File: config.mk
export PLATFORM = sky130hd
export DESIGN_NAME = mmio_gpio_responder_flat
export DESIGN_NICKNAME = d
export VERILOG_FILES = /design/src/rtl/mmio_gpio_responder_if.sv /design/src/rtl/mmio_gpio_responder.sv /design/src/flat_wrapper.sv
export SDC_FILE = /design/constraint.sdc
export NUM_CORES = 1
export LEC_CHECK = 0
export ABC_AREA = 1
export BUFFER_PORTS_ARGS = -buffer_cell sky130_fd_sc_hd__buf_2
export CAP_MARGIN = 20
export CORE_UTILIZATION = 48
export DETAILED_ROUTE_END_ITERATION = 8
export GPL_TIMING_DRIVEN = 0
export MAX_ROUTING_LAYER = met4
export PLACE_DENSITY = 0.79
export SLEW_MARGIN = 40
export SYNTH_ARGS = -nofsm -noshare
export SYNTH_HDL_FRONTEND = slang
export SYNTH_SLANG_ARGS = --single-unit
File: constraint.sdc
create_clock -name clk -period 3.25 [get_ports clk]
set_input_delay 0.325 -clock clk [delete_from_list [all_inputs] [get_ports clk]]
set_output_delay 0.325 -clock clk [all_outputs]
set_load 0.005 [all_outputs]
File: src/rtl/mmio_gpio_responder_if.sv
// Data-memory bus between the core (master) and a memory-mapped responder (slave).
interface mmio_gpio_responder_if;
    logic [31:0] Address;
    logic [31:0] WriteData;
    logic        MemWrite;
    logic        MemRead;
    logic [31:0] ReadData;
    logic        Ready;

    modport master (
        output Address, WriteData, MemWrite, MemRead,
        input  ReadData, Ready
    );

    modport slave (
        input  Address, WriteData, MemWrite, MemRead,
        output ReadData, Ready
    );
endinterface

File: src/rtl/mmio_gpio_responder.sv
// GPIO block on the core's data-memory bus: 16-byte window, fixed wait states, Ready strobe,
// OUT / synchronized IN / sticky rising-edge / IRQ-enable registers.
module mmio_gpio_responder #(
    parameter logic [31:0] BASE_ADDR   = 32'h1001_0000,
    parameter int unsigned WAIT_STATES = 1,
    parameter int unsigned GPIO_WIDTH  = 8
) (
    input  logic                  clk,
    input  logic                  reset,
    mmio_gpio_responder_if.slave  bus,
    input  logic [GPIO_WIDTH-1:0] gpio_in,
    output logic [GPIO_WIDTH-1:0] gpio_out,
    output logic                  irq
);
    typedef enum logic [1:0] {StIdle, StWait, StResp} state_e;

    state_e                  state_q, state_d;
    logic [3:0]              cnt_q, cnt_d;
    logic [1:0]              off_q;
    logic                    wr_q;
    logic [GPIO_WIDTH-1:0]   wdata_q;
    logic [GPIO_WIDTH-1:0]   out_q, edge_q, edge_d, irq_en_q;
    logic [GPIO_WIDTH-1:0]   sync1_q, sync2_q, prev_q;
    logic                    irq_q;
    logic                    hit, req, commit;
    logic [GPIO_WIDTH-1:0]   clr_mask;
    logic [31:0]             rd_reg;
    logic                    unused_bits;

    assign unused_bits = ^{bus.Address[1:0], bus.WriteData};

    assign hit    = bus.Address[31:4] == BASE_ADDR[31:4];
    assign req    = hit & (bus.MemWrite | bus.MemRead);
    assign commit = (state_q == StResp) && wr_q;

    always_comb begin
        state_d = state_q;
        cnt_d   = cnt_q;
        unique case (state_q)
            StIdle: begin
                if (req) begin
                    if (WAIT_STATES == 0) begin
                        state_d = StResp;
                    end else begin
                        state_d = StWait;
                        cnt_d   = 4'(WAIT_STATES);
                    end
                end
            end
            StWait: begin
                // Initiator withdrew the request: abandon without side effects.
                if (!req) begin
                    state_d = StIdle;
                end else if (cnt_q <= 4'd1) begin
                    state_d = StResp;
                end else begin
                    cnt_d = cnt_q - 4'd1;
                end
            end
            StResp:  state_d = StIdle;
            default: state_d = StIdle;
        endcase
    end

    always_ff @(posedge clk or posedge reset) begin
        if (reset) begin
            state_q <= StIdle;
            cnt_q   <= '0;
            off_q   <= '0;
            wr_q    <= 1'b0;
            wdata_q <= '0;
        end else begin
            state_q <= state_d;
            cnt_q   <= cnt_d;
            if (state_q == StIdle && req) begin
                off_q   <= bus.Address[3:2];
                wr_q    <= bus.MemWrite;
                wdata_q <= bus.WriteData[GPIO_WIDTH-1:0];
            end
        end
    end

    // A new rising edge outranks a W1C clear landing in the same cycle.
    assign clr_mask = (commit && off_q == 2'd2) ? wdata_q : '0;
    assign edge_d   = (edge_q & ~clr_mask) | (sync2_q & ~prev_q);

    always_ff @(posedge clk or posedge reset) begin
        if (reset) begin
            sync1_q  <= '0;
            sync2_q  <= '0;
            prev_q   <= '0;
            edge_q   <= '0;
            out_q    <= '0;
            irq_en_q <= '0;
            irq_q    <= 1'b0;
        end else begin
            sync1_q <= gpio_in;
            sync2_q <= sync1_q;
            prev_q  <= sync2_q;
            edge_q  <= edge_d;
            irq_q   <= |(edge_q & irq_en_q);
            if (commit && off_q == 2'd0) out_q    <= wdata_q;
            if (commit && off_q == 2'd3) irq_en_q <= wdata_q;
        end
    end

    always_comb begin
        rd_reg = '0;
        unique case (off_q)
            2'd0: rd_reg[GPIO_WIDTH-1:0] = out_q;
            2'd1: rd_reg[GPIO_WIDTH-1:0] = sync2_q;
            2'd2: rd_reg[GPIO_WIDTH-1:0] = edge_q;
            2'd3: rd_reg[GPIO_WIDTH-1:0] = irq_en_q;
            default: rd_reg = '0;
        endcase
    end

    assign bus.Ready    = (state_q == StResp);
    assign bus.ReadData = bus.Ready ? rd_reg : 32'h0;
    assign gpio_out     = out_q;
    assign irq          = irq_q;
endmodule

File: src/flat_wrapper.sv
// flat-port wrapper written by rule: the top's interface ports become plain ports
module mmio_gpio_responder_flat 
#(
    parameter logic [31:0] BASE_ADDR   = 32'h1001_0000,
    parameter int unsigned WAIT_STATES = 1,
    parameter int unsigned GPIO_WIDTH  = 8
)
  (clk, reset, gpio_in, gpio_out, irq, bus_Address, bus_WriteData, bus_MemWrite, bus_MemRead, bus_ReadData, bus_Ready);
  mmio_gpio_responder_if bus_i ();
  input  logic clk;
  input  logic reset;
  input  logic [GPIO_WIDTH-1:0] gpio_in;
  output logic [GPIO_WIDTH-1:0] gpio_out;
  output logic irq;
  input wire logic [$bits(bus_i.Address)-1:0] bus_Address;
  input wire logic [$bits(bus_i.WriteData)-1:0] bus_WriteData;
  input wire logic [$bits(bus_i.MemWrite)-1:0] bus_MemWrite;
  input wire logic [$bits(bus_i.MemRead)-1:0] bus_MemRead;
  output wire logic [$bits(bus_i.ReadData)-1:0] bus_ReadData;
  output wire logic [$bits(bus_i.Ready)-1:0] bus_Ready;
  assign bus_i.Address = bus_Address;
  assign bus_i.WriteData = bus_WriteData;
  assign bus_i.MemWrite = bus_MemWrite;
  assign bus_i.MemRead = bus_MemRead;
  assign bus_ReadData = bus_i.ReadData;
  assign bus_Ready = bus_i.Ready;
  mmio_gpio_responder #(.BASE_ADDR(BASE_ADDR), .WAIT_STATES(WAIT_STATES), .GPIO_WIDTH(GPIO_WIDTH)) u_core (.clk(clk), .reset(reset), .bus(bus_i), .gpio_in(gpio_in), .gpio_out(gpio_out), .irq(irq));
endmodule
==> After elaboration in Yosys (flattened, before gate mapping) <==
Index checks and enable logic that the tools add are counted.
Widths: inputs -> output; s select.
{ "op_classes": {"eq_ne": 10, "magnitude_cmp": 1, "n_mux": 11, "n_bitwise": 8, "addsub": 1, "reduce_logical": 11} }
{ "op_table": {"columns": ["op", "count"], "rows": [
  ["$pmux 8 s4", 1],
  ["$eq 28x25->1 const B", 1],
  ["$and 8x8->8", 3],
  ["$mux 8", 2],
  ["$not 8->8", 2],
  ["$mux 4", 3],
  ["$or 8x8->8", 1],
  ["$pmux 4 s2", 1],
  ["$reduce_or 8->1", 1],
  ["$eq 2x2->1 const B", 3],
  ["$mux 2", 3],
  ["$logic_and 1x1->1", 5],
  ["$eq 2x1->1 const B", 2],
  ["$le 4x1->1 const B", 1],
  ["$logic_not 2->1", 2],
  ["$ne 2x1->1 const B", 2],
  ["$pmux 2 s2", 1],
  ["$reduce_and 4->1", 1],
  ["$sub 4x1->4 const B", 1],
  ["$ne 3x3->1 const B", 1],
  ["$ne 2x2->1 const B", 1],
  ["$reduce_and 2->1", 1],
  ["$reduce_bool 2->1", 1],
  ["$and 1x1->1", 1],
  ["$or 1x1->1", 1]
]} }
{ "totals": {"out_inout_bits": 42, "elab_cells": 54, "reg_bits": 66, "input_bits": 76} }

==> Longest topological paths before layout <==
{ "logic_depth": {"ltp_word": 7, "ltp_mapped": 10, "depth_no_buf": 10} }

==> Worst setup path after synthesis <==
OpenSTA, ideal clock, no wires.
{ "synth_path": {"path_type": "reg-to-reg", "startpoint": "register u_core.cnt_q[0]", "endpoint": "register u_core.cnt_q[0]", "n_path_buf": 0, "setup_time_ns": 0.126, "setup_slack_ns": 1.769, "required_time_ns": 3.124, "t_arrival_ns": 1.355, "stages_incl_launch_ff": 10, "period_less_slack_ns": 1.481, "cell_sequence": "dfrtp_1 > inv_1 > ha_1 > or2_2 > nand3_1 > nand2_1 > inv_1 > nand2_1 > inv_1 > o21ai_0"} }
{ "synth_between": {"elab_chain_len": 4, "elab_cells_between_ends": 7, "cone_classes": "1 x add/sub; 1 x order compare; 1 x eq/ne; 3 x mux; 1 x reduce/logical"} }
{ "synth_lines": {"columns": ["element", "line_no", "source"], "rows": [
  ["start, declared", "mmio_gpio_responder.sv:18", "logic [3:0] cnt_q, cnt_d;"],
  ["start signal, assigned", "mmio_gpio_responder.sv:74", "cnt_q <= cnt_d;"],
  ["$sub 4x1->4", "mmio_gpio_responder.sv:57", "cnt_d = cnt_q - 4'd1;"],
  ["$mux 4", "mmio_gpio_responder.sv:54", "end else if (cnt_q <= 4'd1) begin"],
  ["$mux 4", "mmio_gpio_responder.sv:52", "if (!req) begin"],
  ["$pmux 4 s2", "mmio_gpio_responder.sv:39", "unique case (state_q)"]
]} }
Several ways; a longest one is shown, not always the timed one. The select of a mux whose other input is x is not followed.
A chain may end at the register's enable or synchronous reset.

==> Worst setup path after layout <==
{ "layout_path": {"startpoint": "register u_core.off_q[0]", "endpoint": "output port bus_ReadData[4]"} }
{ "layout_between": {"elab_chain_len": 3, "elab_cells_between_ends": 6, "cone_classes": "3 x eq/ne; 2 x mux; 1 x reduce/logical"} }
{ "layout_lines": {"columns": ["element", "line_no", "source"], "rows": [
  ["start, declared", "mmio_gpio_responder.sv:19", "logic [1:0] off_q;"],
  ["start signal, assigned", "mmio_gpio_responder.sv:76", "off_q <= bus.Address[3:2];"],
  ["$eq 2x2->1 (tied with other cells)", "mmio_gpio_responder.sv:109", "unique case (off_q)"],
  ["$pmux 8 s4 *", "mmio_gpio_responder.sv:109", null],
  ["$mux 8 *", "mmio_gpio_responder.sv:119", "assign bus.ReadData = bus.Ready ? rd_reg : 32'h0;"],
  ["end, declared", "flat_wrapper.sv:19", "output wire logic [$bits(bus_i.ReadData)-1:0] bus_ReadData;"]
]} }
Mark *: on every way between the ends. The rest lies on a longest branch, timed or not.

==> qor.yml <==
routing:
  avgViaCountPerCell: 4.67
  post_drt_wl_per_cell_um: 11.8
  drc: 0
  dr_total_vias: 2360
  dr.pass1.iters: 4
  ant_nets: 0
  routed_wirelength_um: 5940
  drt-initial-drc-count: 215
worst_hold_path:
  hp-class: "input port to flip-flop"
  min-delay-start: "gpio_in[4]"
floorplanning:
  die_height_um: 80.6
  die_w_um: 80.6
  dieArea_mm2: 0.00650
  fp-row-count: 28
  initial_core_util: 0.498
  core_mm2: 0.00596
  io_pins: 118
setup_path:
  slowest_stage: "nor2_1"
  cp-end-kind: "primary output"
  crit_chain: "inv_1, nor2_1, nand2_1, a41oi_1, buf_2"
  critPathTopFamily: "simple AND/OR/NAND/NOR gates"
  cp.required_ps: 2920
  critPathLaunch: "u_core.off_q[0]$_DFFE_PP0P_"
  critPathKind: "flip-flop to primary output"
  crit-reg2reg-launch: "u_core.cnt_q[0]$_DFFE_PP0P_"
  max_stage_delay_ps: 540
  crit_path_max_fanout: 8
  worst-path-buf-inv: 2
  worstPathArrival_ps: 1920
  crit_path_start_kind: "flip-flop"
placement:
  dp_hpwl_um: 4360
  gp_congestion: 0.810
  port_buffers: 67
  pre_cts_slack_ps: 1400
  dp.cells: 488
sta:
  rsz0062_at_grt: "no"
  fin_tns_setup_ps: 0
  finalMaxSlewViolations: 0
  fmax_ghz: 0.446
  fin_skew_ps: 8.00
  min_period_over_period: 0.690
  layout_setup_ws_ps: 1010
  timing.hold.ws_ps: 84.6
  finalSetupViolCount: 0
  slew_headroom: 0.532
  period_needed_ps: 2240
  worstMarginPinSlew_ps: 700
  finalHoldViolCount: 0
synthesis:
  synth_top_cell_by_area: "dfrtp_1"
  synth_top_area_share: 0.557
  ys_ff_latch: 66
  syn_inst: 322
  synth_edf_count: 0
  async_reset_ff_frac: 1.00
  synth-seq-area-share: 0.557
  yosysMostFrequentCell: "nand2_1"
  synthesis.area_mm2: 0.00297
  synth_area_leaders: "dfrtp_1 56%, nand2_1 10%, buf_4 6.1%, inv_1 5.6%, o21ai_0 4.2%"
  netlist_top_cells_count: "81 x nand2_1, 66 x dfrtp_1, 44 x inv_1"
  syn_area_per_cell_um2: 9.21
  yosys.cell_types.count: 25
  yosysWarnings: 0
  synthFlopType: "dfrtp_1"
clocking:
  clock-root-buffer: "clkbuf_8"
  clk_path_buf_depth: 2
  htree_num_levels: 3
  cts_setup_buffers: 0
  cts_tree: "built"
  clk_pin_slew_ps: 70
  numCtsBuffers: 9
  clk_latency_ps: 340
  clock_sinks: 66
finish:
  multiInputGateArea_mm2: 0.00102
  num-fill-cells: 533
  area_delta_synth_final_pct: 25.4
  finalNonFillerCells: 505
  regArea_mm2: 0.00165
  finalNetCount: 503
  diodes: 0
  drive_gt1_frac: 0.319
global_route:
  grt.overflow.total: 0
  use_met3: 0.0500
  met2_usage: 0.354
  met1_usage: 0.255
  grt_max_degree: 40
  grt_pass1_wl_um: 10100
  grt_pass1_vias: 2276
  antenna_found_initial: 0
  groute.usage.overall: 0.220
  top_usage_layer: "met2"
power:
  power_density_mw_per_mm2: 437
  vdd_drop_max_mv: 0.245
  p_comb_frac: 0.054
  power.switching_w: 0.000349
  leakage_nw: 1.87
  p_seq_frac: 0.519
  intPower_w: 0.00127
  p_sw_frac: 0.215
  clock_power_share: 0.427
flow_run:
  cap_violations: 0
run_status:
  status: "finished, final reports clean"
-- final timing paths --
kind,end,slack [ps],cells past startpoint
worst min register to register,u_core.sync2_q[7]$_DFF_PP0_,350,0
worst max register to register,u_core.cnt_q[0]$_DFFE_PP0P_,1570,9
worst min-delay path,u_core.sync1_q[4]$_DFF_PP0_,80,1
worst max-delay path,bus_ReadData[4],1010,5
min in group asynchronous,u_core.sync1_q[7]$_DFF_PP0_,500,3
max in group asynchronous,u_core.sync1_q[5]$_DFF_PP0_,2240,4
-- repair_timing --
item | 4_1_cts | 5_1_grt
hold endpoints to repair | 27 | 0
resized for setup | 0 | 0
hold buffers | 1 | 0
-- power by group through the flow --
stage          Combinational [W]  Sequential (W)  Clock (W)
4_1_cts                0.0000883        0.000843   0.000706
5_1_grt                 0.000102        0.000844   0.000746
6_report               0.0000873        0.000843   0.000693
3_3_place_gp           0.0000821        0.000858          0
2_1_floorplan          0.0000502        0.000856          0
3_5_place_dp           0.0000872        0.000858          0
-- cells in the final DEF (no fill, tap or decap), types with 9 or more instances in the layout --
| master | n |
|---|---|
| nor2_1 | 23 |
| buf_4 | 24 |
| o21ai_2 | 11 |
| conb_1 | 24 |
| nand2_1 | 81 |
| clkbuf_8 | 11 |
| dfrtp_1 | 66 |
| inv_1 | 43 |
| o21ai_0 | 25 |
| buf_2 | 69 |
| o21ai_1 | 9 |
-- state kept, by name, summed over array words and instances (netlist names), 4 cells and up --
signal	count
u_core.edge_q	8
u_core.gpio_out	8
u_core.irq_en_q	8
u_core.prev_q	8
u_core.sync1_q	8
u_core.sync2_q	8
u_core.wdata_q	8
u_core.cnt_q	4
-- cell type report --
class                           count  share of cell area
Clock inverter                      5              0.0141
Tap cell                           75              0.0252
Sequential cell                    66               0.444
Buffer                             28              0.0572
Multi-Input combinational cell    206               0.274
Timing Repair Buffer               69              0.0983
Clock buffer                       11              0.0407
Inverter                           45              0.0461
-- stage by stage --
stage | util | cell area, µm² | power [W]
6_report | 0.624 | 3720 | 0.00162
5_1_grt | 0.624 | 3720 | 0.00169
2_1_floorplan | - | 3050 | 0.000907
3_5_place_dp | 0.588 | 3500 | 0.000946
3_3_place_gp | 0.584 | 3480 | 0.000940
4_1_cts | 0.624 | 3720 | 0.00164
-- logic make-up (layout without fill, tap and decap cells) --
group           Yosys count  after routing  synth area share
compound gates           56             56             0.122
fa+ha+maj                 2              2           0.00844
buf+inv                  73            158             0.129
flops                    66             66             0.557
other cells               1             24           0.00126
simple gates            124            124             0.182
-- per-layer routing --
layer  vias to the layer above  wire, µm
li1                       1181         -
met1                      1079      2480
met5                         -         0
met4                         0        90
met3                        12       405
met2                        88      2970
Power figures use the tool's default switching activity.
